<file path="src/rtl/coolgirl_pkg.sv">
// rtl/coolgirl_pkg.sv - shared constants for the CoolGirl mapper core
package coolgirl_pkg;

    // IRQ register select, formed as {cpu_addr_in[14:13], cpu_addr_in[0]}
    localparam logic [2:0] IRQ_LATCH   = 3'b100;   // $C000 even
    localparam logic [2:0] IRQ_RELOAD  = 3'b101;   // $C001 odd
    localparam logic [2:0] IRQ_DISABLE = 3'b110;   // $E000 even
    localparam logic [2:0] IRQ_ENABLE  = 3'b111;   // $E001 odd

    // Consecutive A12-low samples needed before a rise counts as a scanline
    localparam int A12_LOW_CYCLES_DEF = 3;

endpackage

</file>
<file path="src/rtl/a12_edge_filter.sv">
// rtl/a12_edge_filter.sv - PPU A12 rise filter producing scanline clock events
module a12_edge_filter
    import coolgirl_pkg::*;
#(
    parameter int A12_LOW_CYCLES = A12_LOW_CYCLES_DEF
) (
    input  logic m2,
    input  logic reset,
    input  logic ppu_a12,
    output logic clk_evt
);

    localparam int W = (A12_LOW_CYCLES < 1) ? 1 : $clog2(A12_LOW_CYCLES + 1);
    localparam logic [W-1:0] LOW_MAX = W'(A12_LOW_CYCLES);
    localparam logic [W-1:0] ONE     = W'(1);

    logic [W-1:0] r_low_cnt;

    // The event fires on the edge that takes the first high sample after a long
    // enough low run; clearing the count on every high sample limits it to one
    // event per high period.
    assign clk_evt = ppu_a12 & (r_low_cnt == LOW_MAX);

    // Count consecutive low samples, saturating, and restart on any high sample
    always_ff @(posedge m2 or posedge reset) begin
        if (reset) begin
            r_low_cnt <= '0;
        end else if (ppu_a12) begin
            r_low_cnt <= '0;
        end else if (r_low_cnt != LOW_MAX) begin
            r_low_cnt <= r_low_cnt + ONE;
        end
    end

endmodule

</file>
<file path="src/rtl/mmc3_scanline_irq.sv">
// rtl/mmc3_scanline_irq.sv - MMC3-style scanline counter and active-low IRQ output
module mmc3_scanline_irq
    import coolgirl_pkg::*;
#(
    parameter bit USE_REV_A      = 1'b0,
    parameter int A12_LOW_CYCLES = A12_LOW_CYCLES_DEF
) (
    input  logic        m2,
    input  logic        reset,
    input  logic        enable,
    input  logic        romsel,
    input  logic        cpu_rw_in,
    input  logic [14:0] cpu_addr_in,
    input  logic [7:0]  cpu_data_in,
    input  logic        ppu_a12,
    output logic        irq,
    output logic [7:0]  irq_counter
);

    logic [7:0] r_counter;
    logic [7:0] r_latch;
    logic       r_reload;
    logic       r_irq_en;
    logic       r_pending;

    logic       w_clk_evt;
    logic       w_wr;
    logic [2:0] w_sel;
    logic [7:0] w_clk_counter;
    logic       w_clk_reload;
    logic       w_set_pending;
    logic       w_unused_addr;

    a12_edge_filter #(
        .A12_LOW_CYCLES (A12_LOW_CYCLES)
    ) u_a12_filter (
        .m2      (m2),
        .reset   (reset),
        .ppu_a12 (ppu_a12),
        .clk_evt (w_clk_evt)
    );

    assign w_wr          = enable & ~romsel & ~cpu_rw_in;
    assign w_sel         = {cpu_addr_in[14:13], cpu_addr_in[0]};
    assign w_unused_addr = &{1'b0, cpu_addr_in[12:1]};

    assign irq         = ~(r_pending & enable);
    assign irq_counter = r_counter;

    // Scanline clock result, computed from pre-write state so that a register
    // write on the same edge can override it afterwards
    always_comb begin
        w_clk_counter = r_counter;
        w_clk_reload  = r_reload;
        w_set_pending = 1'b0;
        if (w_clk_evt) begin
            if ((r_counter == 8'd0) || r_reload) begin
                w_clk_counter = r_latch;
                w_clk_reload  = 1'b0;
            end else begin
                w_clk_counter = r_counter - 8'd1;
            end
            if ((w_clk_counter == 8'd0) && r_irq_en) begin
                if (USE_REV_A) begin
                    w_set_pending = (r_counter != 8'd0) || (r_reload && (r_latch != 8'd0));
                end else begin
                    w_set_pending = 1'b1;
                end
            end
        end
    end

    // Apply the clock result first, then register writes, so writes win on collisions
    always_ff @(posedge m2 or posedge reset) begin
        if (reset) begin
            r_counter <= 8'd0;
            r_latch   <= 8'd0;
            r_reload  <= 1'b0;
            r_irq_en  <= 1'b0;
            r_pending <= 1'b0;
        end else begin
            r_counter <= w_clk_counter;
            r_reload  <= w_clk_reload;
            r_pending <= r_pending | w_set_pending;
            if (w_wr) begin
                case (w_sel)
                    IRQ_LATCH: r_latch <= cpu_data_in;
                    IRQ_RELOAD: begin
                        r_reload  <= 1'b1;
                        r_counter <= 8'd0;
                    end
                    IRQ_DISABLE: begin
                        r_irq_en  <= 1'b0;
                        r_pending <= 1'b0;
                    end
                    IRQ_ENABLE: r_irq_en <= 1'b1;
                    default: ;
                endcase
            end
        end
    end

endmodule

</file>
<file path="config.mk">
export PLATFORM = sky130hd
export DESIGN_NAME = mmc3_scanline_irq
export DESIGN_NICKNAME = d
export VERILOG_FILES = /design/src/rtl/coolgirl_pkg.sv /design/src/rtl/a12_edge_filter.sv /design/src/rtl/mmc3_scanline_irq.sv
export SDC_FILE = /design/constraint.sdc
export NUM_CORES = 1
export LEC_CHECK = 0
export ABC_AREA = 1
export BUFFER_PORTS_ARGS = -buffer_cell sky130_fd_sc_hd__buf_2
export CAP_MARGIN = 20
export CORE_UTILIZATION = 53
export CTS_BUF_LIST = sky130_fd_sc_hd__clkbuf_16
export CTS_CLUSTER_SIZE = 20
export DETAILED_ROUTE_END_ITERATION = 8
export PLACE_DENSITY = 0.84
export SETUP_SLACK_MARGIN = 0.3
export SLEW_MARGIN = 20
export SYNTH_ARGS = -nofsm -noshare
export SYNTH_HDL_FRONTEND = slang
export SYNTH_SLANG_ARGS = --single-unit
</file>
<file path="constraint.sdc">
create_clock -name m2 -period 2.4 [get_ports m2]
set_input_delay 0.12 -clock m2 [delete_from_list [all_inputs] [get_ports m2]]
set_output_delay 0.12 -clock m2 [all_outputs]
set_load 0.005 [all_outputs]
</file>
* Word level (Yosys, flattened, before mapping)
Cells that the tools add are included. Widths: inputs -> output; s select.
Word-level totals: bits of input ports 29, output and inout bits 9, bits in registers 21, word-level logic and storage cells 46
Operators by class: $add $sub $neg 2, eq/ne operators 6, bitwise operators 8, reduce and logical (&&, ||, !) cells 8, mux-type cells 16
Operators with widths (count):
- $mux 8 | 5
- $logic_not 8->1 | 2
- $eq 3x3->1 const B | 4
- $mux 1 | 8
- $sub 8x1->8 const B | 1
- $and 1x1->1 | 4
- $mux 2 | 2
- $reduce_and 2->1 | 2
- $reduce_bool 2->1 | 2
- $not 1->1 | 3
- $add 2x1->2 const B | 1
- $eq 2x2->1 const B | 1
- $ne 2x2->1 const B | 1
- $pmux 1 s2 | 1
- $logic_and 1x1->1 | 1
- $logic_or 1x1->1 | 1
- $or 1x1->1 | 1

* Logic depth before layout (Yosys ltp)
Gate-level depths: netlist of the first run.
depth after elaboration 11, gate-level depth with buffers 11, depth with buffers taken out 11

* Hierarchy
A second synthesis of the first run with hierarchy kept.
Second synthesis, totals: cells, all modules 162, area, all modules 1227.4 um2
By module, submodules not included:
- mmc3_scanline_irq | area an instance 1109.8 um2, sequential area each 475.5 um2, cells an instance 147, instances 1
- a12_edge_filter | area an instance 117.6 um2, sequential area each 50.0 um2, cells an instance 15, instances 1

* Least setup slack after synthesis of the first run
OpenSTA, ideal clock, no wires.
path kind reg2reg, start point reg r_counter[0], in the netlist irq_counter[0], end point reg r_pending, clock period less this slack 1.501 ns, setup slack 0.899 ns, setup time 0.073 ns, cell stages (with the launch flop) 11, path buffers 0, arrival 1.428 ns, required time 2.327 ns, path through dfrtp_1 inv_1 ha_1 nand2_1 o21ai_4 inv_2 nand2_1 nand3_1 nor2_1 nand3_1 a21oi_2
On the way: cells in the longest elaborated chain, start to end 11, elaborated cells on any way between the ends 12, those cells by class add/sub: 1; mux: 6; bitwise: 1; reduce/logical: 4
RTL lines:
- start: declaration | line mmc3_scanline_irq.sv:20 | logic [7:0] r_counter;
- start signal: assignment | line mmc3_scanline_irq.sv:82 | r_counter <= w_clk_counter;
- branches (longest 2 deep; another with $sub 8x1->8)
- $mux 8 * | line mmc3_scanline_irq.sv:57 | if ((r_counter == 8'd0) || r_reload) begin
- $mux 8 * | line mmc3_scanline_irq.sv:56 | if (w_clk_evt) begin
- $logic_not 8->1 * | line mmc3_scanline_irq.sv:63 | if ((w_clk_counter == 8'd0) && r_irq_en) begin
- $logic_and 1x1->1 * | line mmc3_scanline_irq.sv:63
- $mux 1 * | line mmc3_scanline_irq.sv:63
- $mux 1 * | line mmc3_scanline_irq.sv:56
- $or 1x1->1 * | line mmc3_scanline_irq.sv:84 | r_pending <= r_pending | w_set_pending;
- $mux 1 | line mmc3_scanline_irq.sv:86 | case (w_sel)
- $mux 1 * | line mmc3_scanline_irq.sv:85 | if (w_wr) begin
- end signal: assignment | line mmc3_scanline_irq.sv:84
- end: declaration | line mmc3_scanline_irq.sv:24 | logic r_pending;
Mark *: on every way between the ends. The select of a mux whose other input is x is not followed. A chain may end at the register's enable or synchronous reset.

* Final worst setup path of the first run
Same ends and word-level chain as after synthesis.

==> report_table.html, run 1 <==
<table>
<tr><th>Metric</th><th>Value</th></tr>
<tr><th colspan="2">Run</th></tr>
<tr><td>Number of maximum-capacitance violations</td><td>0</td></tr>
<tr><th colspan="2">Floorplanning</th></tr>
<tr><td>Placeable Area</td><td>2060 sq um</td></tr>
<tr><td>Initial Utilization</td><td>58.7%</td></tr>
<tr><td>Standard-cell rows</td><td>16</td></tr>
<tr><td>Die Y</td><td>49.8 um</td></tr>
<tr><td>Die Width</td><td>49.8 um</td></tr>
<tr><td>Area of the die</td><td>2480 sq um</td></tr>
<tr><td>Number of top-level design ports</td><td>38</td></tr>
<tr><th colspan="2">GRT</th></tr>
<tr><td>Number of antenna violations at the first check in global routing</td><td>0</td></tr>
<tr><td>Global-route wire length before repair</td><td>4710 um</td></tr>
<tr><td>GRT Util Overall</td><td>24.9%</td></tr>
<tr><td>Via count of the first global-routing pass</td><td>1155</td></tr>
<tr><td>Pin count of the biggest net entering global routing</td><td>22</td></tr>
<tr><td>GR Overflow Total</td><td>0</td></tr>
<tr><th colspan="2">Timing</th></tr>
<tr><td>Final Hold Viols</td><td>0</td></tr>
<tr><td>Minimum hold slack</td><td>6.40 ps</td></tr>
<tr><td>Post-route clock skew</td><td>3.43 ps</td></tr>
<tr><td>Period utilization</td><td>73.3%</td></tr>
<tr><td>Transition time of the tightest slew-check pin</td><td>787 ps</td></tr>
<tr><td>Minimum clock period after layout</td><td>1760 ps</td></tr>
<tr><td>Final setup viols</td><td>0</td></tr>
<tr><td>Achievable Freq</td><td>0.568 GHz</td></tr>
<tr><td>RSZ-0062 raised after global routing</td><td>false</td></tr>
<tr><td>Total negative slack</td><td>0 ps</td></tr>
<tr><td>Max-slew headroom</td><td>47.5%</td></tr>
<tr><td>Number of max-slew violations in the final report</td><td>0</td></tr>
<tr><th colspan="2">Synth</th></tr>
<tr><td>Total nets after synthesis</td><td>195</td></tr>
<tr><td>Synth warnings</td><td>0</td></tr>
<tr><td>Count of flip-flops with a built-in enable after synthesis</td><td>0</td></tr>
<tr><td>Yosys cell types</td><td>20</td></tr>
<tr><td>Flip-flop cell with the highest count after synthesis</td><td>sky130_fd_sc_hd__dfrtp_1</td></tr>
<tr><td>Post-Synthesis Mean Instance Area</td><td>7.43 sq um</td></tr>
<tr><td>Fraction of registers with async set or reset after synthesis</td><td>100%</td></tr>
<tr><td>Sequential element share of the synthesized area</td><td>43.4%</td></tr>
<tr><td>Number of register bits inferred by synthesis</td><td>21</td></tr>
<tr><td>Post-synthesis cell area</td><td>1210 sq um</td></tr>
<tr><td>Cell count after synthesis</td><td>163</td></tr>
<tr><th colspan="2">Clock tree</th></tr>
<tr><td>Number of buffers added by the clock tree synthesis step</td><td>3</td></tr>
<tr><td>Number of levels the H-tree was split into</td><td>1</td></tr>
<tr><td>Maximum number of buffers from clock root to sink</td><td>2</td></tr>
<tr><td>Root Buffer</td><td>sky130_fd_sc_hd__clkbuf_16</td></tr>
<tr><td>Clk Latency, worst-skew pair</td><td>250 ps</td></tr>
<tr><td>CTS clock-pin slew for the worst setup and hold paths</td><td>60 ps</td></tr>
<tr><td>Post-CTS Hold Fix Bufs</td><td>0</td></tr>
<tr><td>Clock tree from TritonCTS</td><td>done</td></tr>
<tr><td>CTS resizes</td><td>0</td></tr>
<tr><td>Post CTS Setup Buffer Count</td><td>0</td></tr>
<tr><td>Clock sink total</td><td>21</td></tr>
<tr><th colspan="2">Finish</th></tr>
<tr><td>Final standard cell count with taps included and fillers excluded</td><td>217</td></tr>
<tr><td>Layout cells sized above 1</td><td>20.5%</td></tr>
<tr><td>Total inserted antenna cells</td><td>0</td></tr>
<tr><td>Area growth, synth to finish</td><td>19.0%</td></tr>
<tr><td>Area of the multi-input gates</td><td>561 sq um</td></tr>
<tr><td>Fill cell instance count of the final layout</td><td>164</td></tr>
<tr><td>Final core utilization</td><td>69.9%</td></tr>
<tr><td>Total number of nets in the final design</td><td>223</td></tr>
<tr><td>Sequential Area</td><td>526 sq um</td></tr>
<tr><th colspan="2">Placed design</th></tr>
<tr><td>RePlAce Congestion</td><td>0.888</td></tr>
<tr><td>Detailed-placement wirelength estimate</td><td>2000 um</td></tr>
<tr><td>Number of input and output port buffers inserted</td><td>25</td></tr>
<tr><td>Placed Instances</td><td>213</td></tr>
<tr><th colspan="2">Route</th></tr>
<tr><td>Total wire length after detailed routing</td><td>2700 um</td></tr>
<tr><td>DR DRC count</td><td>0</td></tr>
<tr><td>Ratio of routed vias to standard cells</td><td>5.18</td></tr>
<tr><td>Violation count after the first detailed-route iteration</td><td>30</td></tr>
<tr><td>Drt wl/cell</td><td>12.5 um</td></tr>
<tr><td>Total number of vias</td><td>1124</td></tr>
<tr><td>Number of nets with antenna violations after detailed routing</td><td>0</td></tr>
<tr><td>First drt pass iteration count</td><td>4</td></tr>
<tr><th colspan="2">Worst setup path</th></tr>
<tr><td>Worst setup SP type</td><td>flip-flop</td></tr>
<tr><td>Data arrival at the endpoint of the critical path</td><td>1950 ps</td></tr>
<tr><td>Required time of the worst setup path</td><td>2590 ps</td></tr>
<tr><td>Crit Path Category</td><td>reg2reg</td></tr>
<tr><td>Type of destination of the critical path</td><td>flip-flop</td></tr>
<tr><td>Maximum fanout count along the critical path</td><td>9</td></tr>
<tr><th colspan="2">Power</th></tr>
<tr><td>Total design power</td><td>1.56 mW</td></tr>
<tr><td>Leakage</td><td>0.811 nW</td></tr>
<tr><td>Worst supply voltage drop on vdd</td><td>0.584 mV</td></tr>
<tr><td>Power density relative to cell area</td><td>1080 nW/um^2</td></tr>
<tr><th colspan="2">Worst hold path</th></tr>
<tr><td>Worst Hold Class</td><td>in2async</td></tr>
<tr><th colspan="2">Outcome</th></tr>
<tr><td>Status</td><td>completed</td></tr>
</table>
path summary, 6_finish.rpt:
check / from / to / slack, ps / cells past startpoint
max in group asynchronous: reset / irq_counter[3] / 1900 / 2
max: irq_counter[0] / r_pending / 640 / 10
min in group m2: cpu_data_in[6] / r_latch[6] / 100 / 2
max reg2reg: irq_counter[0] / r_pending / 640 / 10
min: reset / r_latch[2] / 6 / 2
min reg2reg: u_a12_filter.r_low_cnt[0] / u_a12_filter.r_low_cnt[0] / 470 / 1
synthesized netlist by cell type, types with 3 or more instances:
library cell	instances	area share [%]
sky130_fd_sc_hd__nand2_1	39	12
sky130_fd_sc_hd__inv_1	30	9.3
sky130_fd_sc_hd__dfrtp_1	21	43
sky130_fd_sc_hd__nand3_1	18	7.4
sky130_fd_sc_hd__nor2_1	15	4.6
sky130_fd_sc_hd__a21oi_1	13	5.4
sky130_fd_sc_hd__o21ai_0	8	3.3
sky130_fd_sc_hd__mux2_2	5	4.6
sky130_fd_sc_hd__ha_1	3	3.1
through the flow:
stage | cell area [sq um] | setup slack (ps)
floorplan | 1210 | 899
global placement | 1360 | 742
detailed placement | 1360 | 701
CTS | 1440 | 681
global route | 1440 | 530
finish | 1440 | 640
logic make-up after synthesis:
family	synth area share, %
AO/OA/AOI/OAI	10.7
XOR/XNOR	1.45
flip-flops	43.4
buffers and inverters	10.3
adder cells (fa/ha/maj)	3.10
multiplexers	4.65
AND/OR/NAND/NOR	26.3
cell type report:
class	count	area share (%)
clock buffers	3	5.21
repair buffers	25	8.68
clock inverters	1	0.347
multi-input cells	109	38.9
inverters	31	8.07
flip-flops and latches	21	36.5
well taps	27	2.34
power breakdown:
part | total, mW | switching [mW] | internal (mW) | leakage, nW
Combinational | 0.654 | 0.400 | 0.254 | 0.526
Sequential | 0.554 | 0.0866 | 0.468 | 0.244
Clock | 0.351 | 0.127 | 0.224 | 0.0409
Total | 1.56 | 0.613 | 0.945 | 0.811
layout by cell type (no fill, tap or decap), drive strengths merged, types with 3 or more instances in the layout:
| cell type | instances |
|---|---|
| a21oi | 14 |
| nor2 | 16 |
| buf | 25 |
| nand3 | 18 |
| clkbuf | 3 |
| nand2 | 40 |
| mux2 | 5 |
| ha | 3 |
| o21ai | 9 |
| inv | 31 |
| dfrtp | 21 |
flip-flops by register name (all words and copies together) (netlist names):
| name | flops |
|---|---|
| irq_counter | 8 |
| r_pending | 1 |
| r_reload | 1 |
| r_latch | 8 |
| u_a12_filter.r_low_cnt | 2 |
| r_irq_en | 1 |
critical path, stage by stage (launching register included):
cell and delay [ps]:
sky130_fd_sc_hd__dfrtp_1 400, sky130_fd_sc_hd__inv_1 130, sky130_fd_sc_hd__ha_1 170, sky130_fd_sc_hd__nand2_1 110
sky130_fd_sc_hd__o21ai_4 290, sky130_fd_sc_hd__inv_2 90, sky130_fd_sc_hd__nand2_1 80, sky130_fd_sc_hd__nand2_1 80
sky130_fd_sc_hd__nor2_1 130, sky130_fd_sc_hd__nand3_1 100, sky130_fd_sc_hd__a21oi_2 120
layer usage:
metal / wire [um] / vias up / part of all wire, % / global-route usage (%)
li1: - / 569 / - / -
met1: 1120 / 514 / 41 / 29.4
met2: 1420 / 32 / 52 / 44.8
met3: 97 / 9 / 3.6 / 3.40
met4: 70 / 0 / 2.6 / 10.5
met5: 0 / - / 0 / 0
(Power assumes the default switching activity.)
==> run 2, diff against run 1 <==
ABC_AREA = 0   (was 1)
CORE_UTILIZATION = 45   (was 53)
PLACE_DENSITY = 0.76   (was 0.84)
clock period = 1.4 ns   (was 2.4 ns; I/O delays follow)
==> report_table.html, run 2 <==
<table>
<tr><th>Metric</th><th>Value</th></tr>
<tr><th colspan="2">Clock tree</th></tr>
<tr><td>Number of levels the H-tree was split into</td><td>1</td></tr>
<tr><td>Clock sink total</td><td>21</td></tr>
<tr><td>Clk Latency, worst-skew pair</td><td>260 ps</td></tr>
<tr><td>CTS clock-pin slew for the worst setup and hold paths</td><td>60 ps</td></tr>
<tr><td>Number of buffers added by the clock tree synthesis step</td><td>3</td></tr>
<tr><td>Clock tree from TritonCTS</td><td>done</td></tr>
<tr><td>Root Buffer</td><td>sky130_fd_sc_hd__clkbuf_16</td></tr>
<tr><td>Maximum number of buffers from clock root to sink</td><td>2</td></tr>
<tr><th colspan="2">Synth</th></tr>
<tr><td>Total nets after synthesis</td><td>160</td></tr>
<tr><td>Post-synthesis cell area</td><td>1230 sq um</td></tr>
<tr><td>Yosys cell types</td><td>38</td></tr>
<tr><td>Most common library cells after synthesis</td><td>21 x sky130_fd_sc_hd__dfrtp_1, 16 x sky130_fd_sc_hd__nand2_1, 10 x sky130_fd_sc_hd__a21oi_1</td></tr>
<tr><td>Area share of the leading cell type in the synthesized netlist</td><td>42.7%</td></tr>
<tr><td>Count of flip-flops with a built-in enable after synthesis</td><td>0</td></tr>
<tr><td>Post-Synthesis Mean Instance Area</td><td>9.62 sq um</td></tr>
<tr><td>Most frequently used cell type in the post-synthesis netlist</td><td>sky130_fd_sc_hd__dfrtp_1</td></tr>
<tr><td>Synth warnings</td><td>0</td></tr>
<tr><td>Flip-flop cell with the highest count after synthesis</td><td>sky130_fd_sc_hd__dfrtp_1</td></tr>
<tr><td>Cell count after synthesis</td><td>128</td></tr>
<tr><td>Sequential element share of the synthesized area</td><td>42.7%</td></tr>
<tr><td>Cell type with the largest total area after synthesis</td><td>sky130_fd_sc_hd__dfrtp_1</td></tr>
<tr><td>Cell types occupying the most area after synthesis</td><td>sky130_fd_sc_hd__dfrtp_1 43%, sky130_fd_sc_hd__mux2_2 6.4%, sky130_fd_sc_hd__nand2_1 4.9%</td></tr>
<tr><td>Number of register bits inferred by synthesis</td><td>21</td></tr>
<tr><td>Fraction of registers with async set or reset after synthesis</td><td>100%</td></tr>
<tr><th colspan="2">Floorplanning</th></tr>
<tr><td>Die Y</td><td>54.3 um</td></tr>
<tr><td>Initial Utilization</td><td>48.8%</td></tr>
<tr><td>Standard-cell rows</td><td>18</td></tr>
<tr><td>Die Width</td><td>54.3 um</td></tr>
<tr><td>Placeable Area</td><td>2520 sq um</td></tr>
<tr><td>Area of the die</td><td>2950 sq um</td></tr>
<tr><td>Number of top-level design ports</td><td>38</td></tr>
<tr><th colspan="2">Timing</th></tr>
<tr><td>Final setup viols</td><td>9</td></tr>
<tr><td>RSZ-0062 raised after global routing</td><td>true</td></tr>
<tr><td>Number of max-slew violations in the final report</td><td>0</td></tr>
<tr><td>Achievable Freq</td><td>0.512 GHz</td></tr>
<tr><td>Max-slew headroom</td><td>57.9%</td></tr>
<tr><td>Minimum clock period after layout</td><td>1950 ps</td></tr>
<tr><td>Transition time of the tightest slew-check pin</td><td>626 ps</td></tr>
<tr><td>Total negative slack</td><td>-4300 ps</td></tr>
<tr><td>Worst setup slack after layout</td><td>-554 ps</td></tr>
<tr><td>Post-route clock skew</td><td>1.67 ps</td></tr>
<tr><td>Final Hold Viols</td><td>0</td></tr>
<tr><td>Period utilization</td><td>140%</td></tr>
<tr><th colspan="2">Worst setup path</th></tr>
<tr><td>FF-to-FF setup slack</td><td>-550 ps</td></tr>
<tr><td>Reg-to-reg endpoint</td><td>r_pending</td></tr>
<tr><td>Data arrival at the endpoint of the critical path</td><td>2110 ps</td></tr>
<tr><td>Cells on worst reg2reg path</td><td>7</td></tr>
<tr><td>Required time of the worst setup path</td><td>1560 ps</td></tr>
<tr><td>Max stage delay on crit path</td><td>400 ps</td></tr>
<tr><td>Slowest library cell on the worst path</td><td>sky130_fd_sc_hd__dfrtp_1</td></tr>
<tr><td>Worst setup SP type</td><td>flip-flop</td></tr>
<tr><td>Category of cells accounting for the largest share of critical-path delay</td><td>simple AND/OR/NAND/NOR gates</td></tr>
<tr><td>Maximum fanout count along the critical path</td><td>3</td></tr>
<tr><td>Ordered cell list for the critical path</td><td>inv_2 &gt; ha_4 &gt; or3b_4 &gt; o211ai_2 &gt; nand3b_1 &gt; or3_1 &gt; o41ai_2</td></tr>
<tr><td>Type of destination of the critical path</td><td>flip-flop</td></tr>
<tr><td>Startpoint of the most critical register-to-register path</td><td>irq_counter[1]</td></tr>
<tr><td>Buf+Inv Stages, Crit Path</td><td>1</td></tr>
<tr><td>Crit Path Category</td><td>reg2reg</td></tr>
<tr><th colspan="2">GRT</th></tr>
<tr><td>GRT Util Overall</td><td>26.9%</td></tr>
<tr><td>Global-route wire length before repair</td><td>5480 um</td></tr>
<tr><td>Pin count of the biggest net entering global routing</td><td>22</td></tr>
<tr><td>Via count of the first global-routing pass</td><td>1193</td></tr>
<tr><td>Number of antenna violations at the first check in global routing</td><td>0</td></tr>
<tr><td>GR Overflow Total</td><td>0</td></tr>
<tr><th colspan="2">Route</th></tr>
<tr><td>Total number of vias</td><td>1266</td></tr>
<tr><td>First drt pass iteration count</td><td>4</td></tr>
<tr><td>DR DRC count</td><td>0</td></tr>
<tr><td>Total wire length after detailed routing</td><td>3670 um</td></tr>
<tr><td>Number of nets with antenna violations after detailed routing</td><td>0</td></tr>
<tr><td>Ratio of routed vias to standard cells</td><td>5.81</td></tr>
<tr><td>Drt wl/cell</td><td>16.8 um</td></tr>
<tr><td>Violation count after the first detailed-route iteration</td><td>29</td></tr>
<tr><th colspan="2">Worst hold path</th></tr>
<tr><td>Endpoint of the worst hold path</td><td>u_a12_filter.r_low_cnt[0]</td></tr>
<tr><td>Worst Hold Class</td><td>in2reg</td></tr>
<tr><td>Hold depth</td><td>2</td></tr>
<tr><td>Beginning of the worst hold path</td><td>ppu_a12</td></tr>
<tr><th colspan="2">Power</th></tr>
<tr><td>Share of total power in the clock network</td><td>13.4%</td></tr>
<tr><td>Total design power</td><td>4.61 mW</td></tr>
<tr><td>Power density relative to cell area</td><td>2460 nW/um^2</td></tr>
<tr><td>Switching power total</td><td>1.82 mW</td></tr>
<tr><td>Sequential fraction of design power</td><td>21.8%</td></tr>
<tr><td>Leakage</td><td>0.895 nW</td></tr>
<tr><td>Worst supply voltage drop on vdd</td><td>1.54 mV</td></tr>
<tr><td>Combinational group share of total power</td><td>64.8%</td></tr>
<tr><td>Net switching share of the total power</td><td>39.4%</td></tr>
<tr><td>Internal Dissipation</td><td>2.79 mW</td></tr>
<tr><th colspan="2">Finish</th></tr>
<tr><td>Total number of nets in the final design</td><td>221</td></tr>
<tr><td>Layout cells sized above 1</td><td>50.0%</td></tr>
<tr><td>Fill cell instance count of the final layout</td><td>169</td></tr>
<tr><td>Leading cell type in the layout, fill and taps excluded</td><td>sky130_fd_sc_hd__buf_4</td></tr>
<tr><td>Area growth, synth to finish</td><td>52.2%</td></tr>
<tr><td>Sequential Area</td><td>526 sq um</td></tr>
<tr><td>Area of the multi-input gates</td><td>757 sq um</td></tr>
<tr><td>Commonest non-fill, non-tap cells in the layout</td><td>27 x sky130_fd_sc_hd__buf_4, 25 x sky130_fd_sc_hd__buf_2, 21 x sky130_fd_sc_hd__dfrtp_1</td></tr>
<tr><td>Final core utilization</td><td>74.3%</td></tr>
<tr><td>Total inserted antenna cells</td><td>0</td></tr>
<tr><th colspan="2">Outcome</th></tr>
<tr><td>Violated checks</td><td>setup timing</td></tr>
<tr><td>Status</td><td>finished, violations left</td></tr>
<tr><th colspan="2">Placed design</th></tr>
<tr><td>Number of input and output port buffers inserted</td><td>25</td></tr>
<tr><td>Detailed-placement wirelength estimate</td><td>2350 um</td></tr>
<tr><td>RePlAce Congestion</td><td>0.886</td></tr>
<tr><th colspan="2">Run</th></tr>
<tr><td>Number of maximum-capacitance violations</td><td>0</td></tr>
</table>
## run 2: changes by cell type after synthesis, sizes merged, moves of 5 or more
cell and change:
nand2 -24, nor3 +5, nand3 -16, nor2 -9, inv -24
## run 2: cell type report
class	count	share of cell area, %
Sequential cell	21	28.0
Multi-Input combinational cell	94	40.4
Inverter	7	1.40
Clock buffer	3	4.01
Tap cell	30	2.00
Timing Repair Buffer	62	23.9
Clock inverter	1	0.267
## run 2: per-layer routing
metal  track usage [%]  up-vias  wire (um)
met5                 0        -          0
met2              43.9       50       1850
met4              19.2        0        120
met3              5.56       14        165
met1              31.1      618       1540
li1                  -      584          -
## run 2: how the worst max path moves through the flow
stage,from,end,slack [ps],depth (start not counted)
2_1_floorplan,irq_counter[0],r_pending,-480,7
3_3_place_gp,irq_counter[1],r_pending,-430,7
3_5_place_dp,irq_counter[1],r_pending,-490,7
4_1_cts,irq_counter[1],r_pending,-470,7
5_1_grt,irq_counter[1],r_pending,-650,7
6_report,irq_counter[1],r_pending,-550,7
## run 2: cell families after synthesis
kind of cell    count (synthesis)  share of synthesized area, %
compound gates                 32                          16.9
xor+xnor                        3                          2.13
fa+ha+maj                       3                          3.05
flops                          21                          42.7
buf+inv                        13                          5.39
mux                             9                          8.43
simple gates                   47                          21.4
## run 2: metrics by stage
stage	setup slack (ps)	instances	instance area (sq um)	hold slack [ps]
2_1_floorplan	-476	128	1260	46.5
3_3_place_gp	-428	206	1620	107
3_5_place_dp	-494	206	1620	117
4_1_cts	-474	213	1790	7.12
5_1_grt	-649	218	1870	16.3
6_report	-554	218	1870	6.95
## run 2: what timing repair did
item / 4_1_cts / 5_1_grt
setup buffers: 2 / 5
gates resized for setup: 16 / 10
hold buffers: 1 / 0
gates cloned: 0 / 0
pin swaps: 13 / 8
hold endpoints to repair: 21 / 0
endpoints found under the setup margin: 10 / 11
## run 2: worst register-to-register path: cells and delay by family (launching register included)
family	cells	cell delay, ps
fa+ha+maj	1	150
flops	1	400
simple gates	3	860
buf+inv	1	100
compound gates	2	350
## run 2: power by group through the flow
| stage | clock network (mW) | registers (mW) | logic, mW |
|---|---|---|---|
| after floorplan | 0 | 0.972 | 1.22 |
| after global placement | 0 | 0.966 | 2.08 |
| after detailed placement | 0 | 0.976 | 2.16 |
| after CTS | 0.619 | 0.987 | 2.52 |
| after global routing | 0.638 | 1.03 | 3.20 |
| final | 0.618 | 1.01 | 2.99 |
==> run 3, diff against run 2 <==
BUFFER_PORTS_ARGS = not set   (was -buffer_cell sky130_fd_sc_hd__buf_2)
CORE_MARGIN = 2   (was not set)
CORE_UTILIZATION = 53   (was 45)
DONT_BUFFER_PORTS = 1   (was not set)
PLACE_DENSITY = 0.73   (was 0.76)
SYNTH_HIERARCHICAL = 1   (was not set)
==> report_table.html, run 3 <==
<table>
<tr><th>Metric</th><th>Value</th></tr>
<tr><th colspan="2">Outcome</th></tr>
<tr><td>Status</td><td>finished, violations left</td></tr>
<tr><td>Violated checks</td><td>setup timing</td></tr>
<tr><th colspan="2">Timing</th></tr>
<tr><td>Period utilization</td><td>136%</td></tr>
<tr><td>Minimum clock period after layout</td><td>1910 ps</td></tr>
<tr><td>Max-slew headroom</td><td>74.7%</td></tr>
<tr><td>Final Hold Viols</td><td>0</td></tr>
<tr><td>Total negative slack</td><td>-3600 ps</td></tr>
<tr><td>Number of max-slew violations in the final report</td><td>0</td></tr>
<tr><td>Final setup viols</td><td>9</td></tr>
<tr><td>Achievable Freq</td><td>0.524 GHz</td></tr>
<tr><td>Transition time of the tightest slew-check pin</td><td>376 ps</td></tr>
<tr><td>RSZ-0062 raised after global routing</td><td>true</td></tr>
<tr><td>Post-route clock skew</td><td>4.19 ps</td></tr>
<tr><td>Worst setup slack after layout</td><td>-507 ps</td></tr>
<tr><th colspan="2">GRT</th></tr>
<tr><td>Global-route wire length before repair</td><td>6430 um</td></tr>
<tr><td>Via count of the first global-routing pass</td><td>1363</td></tr>
<tr><td>Pin count of the biggest net entering global routing</td><td>20</td></tr>
<tr><td>GRT Util Overall</td><td>32.9%</td></tr>
<tr><td>Number of antenna violations at the first check in global routing</td><td>0</td></tr>
<tr><td>GR Overflow Total</td><td>0</td></tr>
<tr><th colspan="2">Worst setup path</th></tr>
<tr><td>Type of destination of the critical path</td><td>flip-flop</td></tr>
<tr><td>Crit Path Category</td><td>reg2reg</td></tr>
<tr><td>Slowest library cell on the worst path</td><td>sky130_fd_sc_hd__dfrtp_1</td></tr>
<tr><td>Buf+Inv Stages, Crit Path</td><td>1</td></tr>
<tr><td>Maximum fanout count along the critical path</td><td>4</td></tr>
<tr><td>Data arrival at the endpoint of the critical path</td><td>2090 ps</td></tr>
<tr><td>Required time of the worst setup path</td><td>1580 ps</td></tr>
<tr><td>Ordered cell list for the critical path</td><td>inv_2 &gt; ha_4 &gt; nor3b_4 &gt; a21oi_4 &gt; or3_4 &gt; a22o_1 &gt; o21ai_1</td></tr>
<tr><td>FF-to-FF setup slack</td><td>-510 ps</td></tr>
<tr><td>Category of cells accounting for the largest share of critical-path delay</td><td>simple AND/OR/NAND/NOR gates</td></tr>
<tr><td>Worst setup SP type</td><td>flip-flop</td></tr>
<tr><td>Max stage delay on crit path</td><td>420 ps</td></tr>
<tr><th colspan="2">Run</th></tr>
<tr><td>Number of maximum-capacitance violations</td><td>0</td></tr>
<tr><th colspan="2">Synth</th></tr>
<tr><td>Area share of the leading cell type in the synthesized netlist</td><td>42.3%</td></tr>
<tr><td>Yosys cell types</td><td>44</td></tr>
<tr><td>Total nets after synthesis</td><td>160</td></tr>
<tr><td>Post-synthesis cell area</td><td>1240 sq um</td></tr>
<tr><td>Post-Synthesis Mean Instance Area</td><td>9.72 sq um</td></tr>
<tr><td>Cell type with the largest total area after synthesis</td><td>sky130_fd_sc_hd__dfrtp_1</td></tr>
<tr><td>Fraction of registers with async set or reset after synthesis</td><td>100%</td></tr>
<tr><td>Count of flip-flops with a built-in enable after synthesis</td><td>0</td></tr>
<tr><td>Flip-flop cell with the highest count after synthesis</td><td>sky130_fd_sc_hd__dfrtp_1</td></tr>
<tr><td>Most frequently used cell type in the post-synthesis netlist</td><td>sky130_fd_sc_hd__dfrtp_1</td></tr>
<tr><td>Most common library cells after synthesis</td><td>21 x sky130_fd_sc_hd__dfrtp_1, 15 x sky130_fd_sc_hd__nor2_1, 9 x sky130_fd_sc_hd__mux2_2, 8 x sky130_fd_sc_hd__nand2_1, 7 x sky130_fd_sc_hd__inv_1</td></tr>
<tr><td>Cell count after synthesis</td><td>128</td></tr>
<tr><td>Number of register bits inferred by synthesis</td><td>21</td></tr>
<tr><td>Synth warnings</td><td>6</td></tr>
<tr><td>Sequential element share of the synthesized area</td><td>42.3%</td></tr>
<tr><td>Cell types occupying the most area after synthesis</td><td>sky130_fd_sc_hd__dfrtp_1 42%, sky130_fd_sc_hd__mux2_2 8.1%, sky130_fd_sc_hd__nor2_1 4.5%</td></tr>
<tr><th colspan="2">Finish</th></tr>
<tr><td>Commonest non-fill, non-tap cells in the layout</td><td>30 x sky130_fd_sc_hd__buf_4, 20 x sky130_fd_sc_hd__dfrtp_1, 14 x sky130_fd_sc_hd__nor2_1</td></tr>
<tr><td>Final standard cell count with taps included and fillers excluded</td><td>202</td></tr>
<tr><td>Layout cells sized above 1</td><td>46.6%</td></tr>
<tr><td>Total inserted antenna cells</td><td>0</td></tr>
<tr><td>Total number of nets in the final design</td><td>207</td></tr>
<tr><td>Leading cell type in the layout, fill and taps excluded</td><td>sky130_fd_sc_hd__buf_4</td></tr>
<tr><td>Area growth, synth to finish</td><td>54.0%</td></tr>
<tr><th colspan="2">Route</th></tr>
<tr><td>Total wire length after detailed routing</td><td>4910 um</td></tr>
<tr><td>Number of nets with antenna violations after detailed routing</td><td>0</td></tr>
<tr><td>Drt wl/cell</td><td>24.3 um</td></tr>
<tr><td>Ratio of routed vias to standard cells</td><td>6.81</td></tr>
<tr><td>Violation count after the first detailed-route iteration</td><td>93</td></tr>
<tr><td>DR DRC count</td><td>0</td></tr>
<tr><td>Total number of vias</td><td>1376</td></tr>
<tr><td>First drt pass iteration count</td><td>5</td></tr>
<tr><th colspan="2">Placed design</th></tr>
<tr><td>Number of input and output port buffers inserted</td><td>0</td></tr>
<tr><td>Placed Instances</td><td>181</td></tr>
<tr><td>Detailed-placement wirelength estimate</td><td>2390 um</td></tr>
<tr><td>RePlAce Congestion</td><td>0.995</td></tr>
<tr><th colspan="2">Power</th></tr>
<tr><td>Leakage</td><td>0.843 nW</td></tr>
<tr><td>Worst supply voltage drop on vdd</td><td>1.67 mV</td></tr>
<tr><td>Power density relative to cell area</td><td>2290 nW/um^2</td></tr>
<tr><th colspan="2">Floorplanning</th></tr>
<tr><td>Standard-cell rows</td><td>17</td></tr>
<tr><td>Number of top-level design ports</td><td>38</td></tr>
<tr><td>Die Y</td><td>52.4 um</td></tr>
<tr><td>Placeable Area</td><td>2210 sq um</td></tr>
<tr><td>Initial Utilization</td><td>56.2%</td></tr>
<tr><td>Area of the die</td><td>2750 sq um</td></tr>
<tr><td>Die Width</td><td>52.4 um</td></tr>
<tr><th colspan="2">Clock tree</th></tr>
<tr><td>Clock tree from TritonCTS</td><td>done</td></tr>
<tr><td>Clk Latency, worst-skew pair</td><td>260 ps</td></tr>
<tr><td>CTS clock-pin slew for the worst setup and hold paths</td><td>60 ps</td></tr>
<tr><td>Clock sink total</td><td>21</td></tr>
<tr><td>Maximum number of buffers from clock root to sink</td><td>2</td></tr>
<tr><td>Number of buffers added by the clock tree synthesis step</td><td>3</td></tr>
<tr><td>Root Buffer</td><td>sky130_fd_sc_hd__clkbuf_16</td></tr>
<tr><td>Number of levels the H-tree was split into</td><td>1</td></tr>
<tr><th colspan="2">Worst hold path</th></tr>
<tr><td>Worst Hold Class</td><td>in2reg</td></tr>
</table>
run 3: metal layers:
| layer | share of wire (%) | wire length [um] | track usage [%] |
|---|---|---|---|
| met4 | 4.2 | 206 | 15.0 |
| met1 | 35 | 1710 | 40.2 |
| met5 | 0 | 0 | 0 |
| met2 | 51 | 2510 | 56.5 |
| met3 | 9.7 | 476 | 5.43 |
run 3: path summary, 6_finish.rpt:
kind,endpoint,from,cells after the start
min,irq_counter[3],cpu_addr_in[13],3
max in group asynchronous,irq_counter[3],reset,3
min reg2reg,r_latch[7],r_latch[7],1
max,r_pending,irq_counter[0],7
min in group asynchronous,u_a12_filter/r_low_cnt[1],reset,2
max reg2reg,r_pending,irq_counter[0],7
run 3: power breakdown:
part / switching (mW) / internal (mW) / leakage (nW)
Sequential: 0.251 / 0.784 / 0.268
Clock: 0.240 / 0.384 / 0.0409
Combinational: 1.34 / 1.40 / 0.534
run 3: cell type report:
class	count	area, sq um
clock buffers	3	75.1
clock inverters	1	5.00
fillers	112	297
inverters	7	26.3
multi-input cells	95	845
flip-flops and latches	21	527
well taps	28	35.0
repair buffers	47	403
run 3: kinds of logic (layout without fill, tap and decap cells):
kind of cell               after synthesis  count (layout)  synth area share [%]
and+or+nand+nor                         51              51                  23.8
AOI/OAI and AO/OA                       27              27                  14.6
DFF                                     21              21                  42.3
muxes                                   12              12                  10.6
buffers and inverters                   12              58                  4.33
adders and majority gates                3               3                  3.02
xor gates and xnor gates                 2               2                  1.41
run 3: worst register-to-register path, delay by kind of cell (launching register included):
family / cells / cell delay [ps]
compound gates: 3 / 500
buf+inv: 1 / 100
simple gates: 2 / 670
flops: 1 / 420
fa+ha+maj: 1 / 140
run 3: repair_timing:
action	4_1_cts	5_1_grt
hold endpoints to repair	33	0
setup buffers	5	1
pin swaps	12	7
hold buffers	11	0
setup endpoints to repair	10	10
gates resized for setup	19	13
run 3: metrics by stage:
| stage | hold slack, ps | power (mW) | worst slack [ps] | util [%] | cell area [sq um] |
|---|---|---|---|---|---|
| after detailed placement | -183 | 2.85 | -370 | 70.2 | 1550 |
| after floorplan | -189 | 2.09 | -396 | - | 1340 |
| after global placement | -187 | 2.77 | -286 | 70.2 | 1550 |
| after CTS | 130 | 3.92 | -330 | 84.4 | 1870 |
| after global routing | 164 | 4.52 | -535 | 86.6 | 1920 |
| final | 141 | 4.39 | -507 | 86.6 | 1920 |
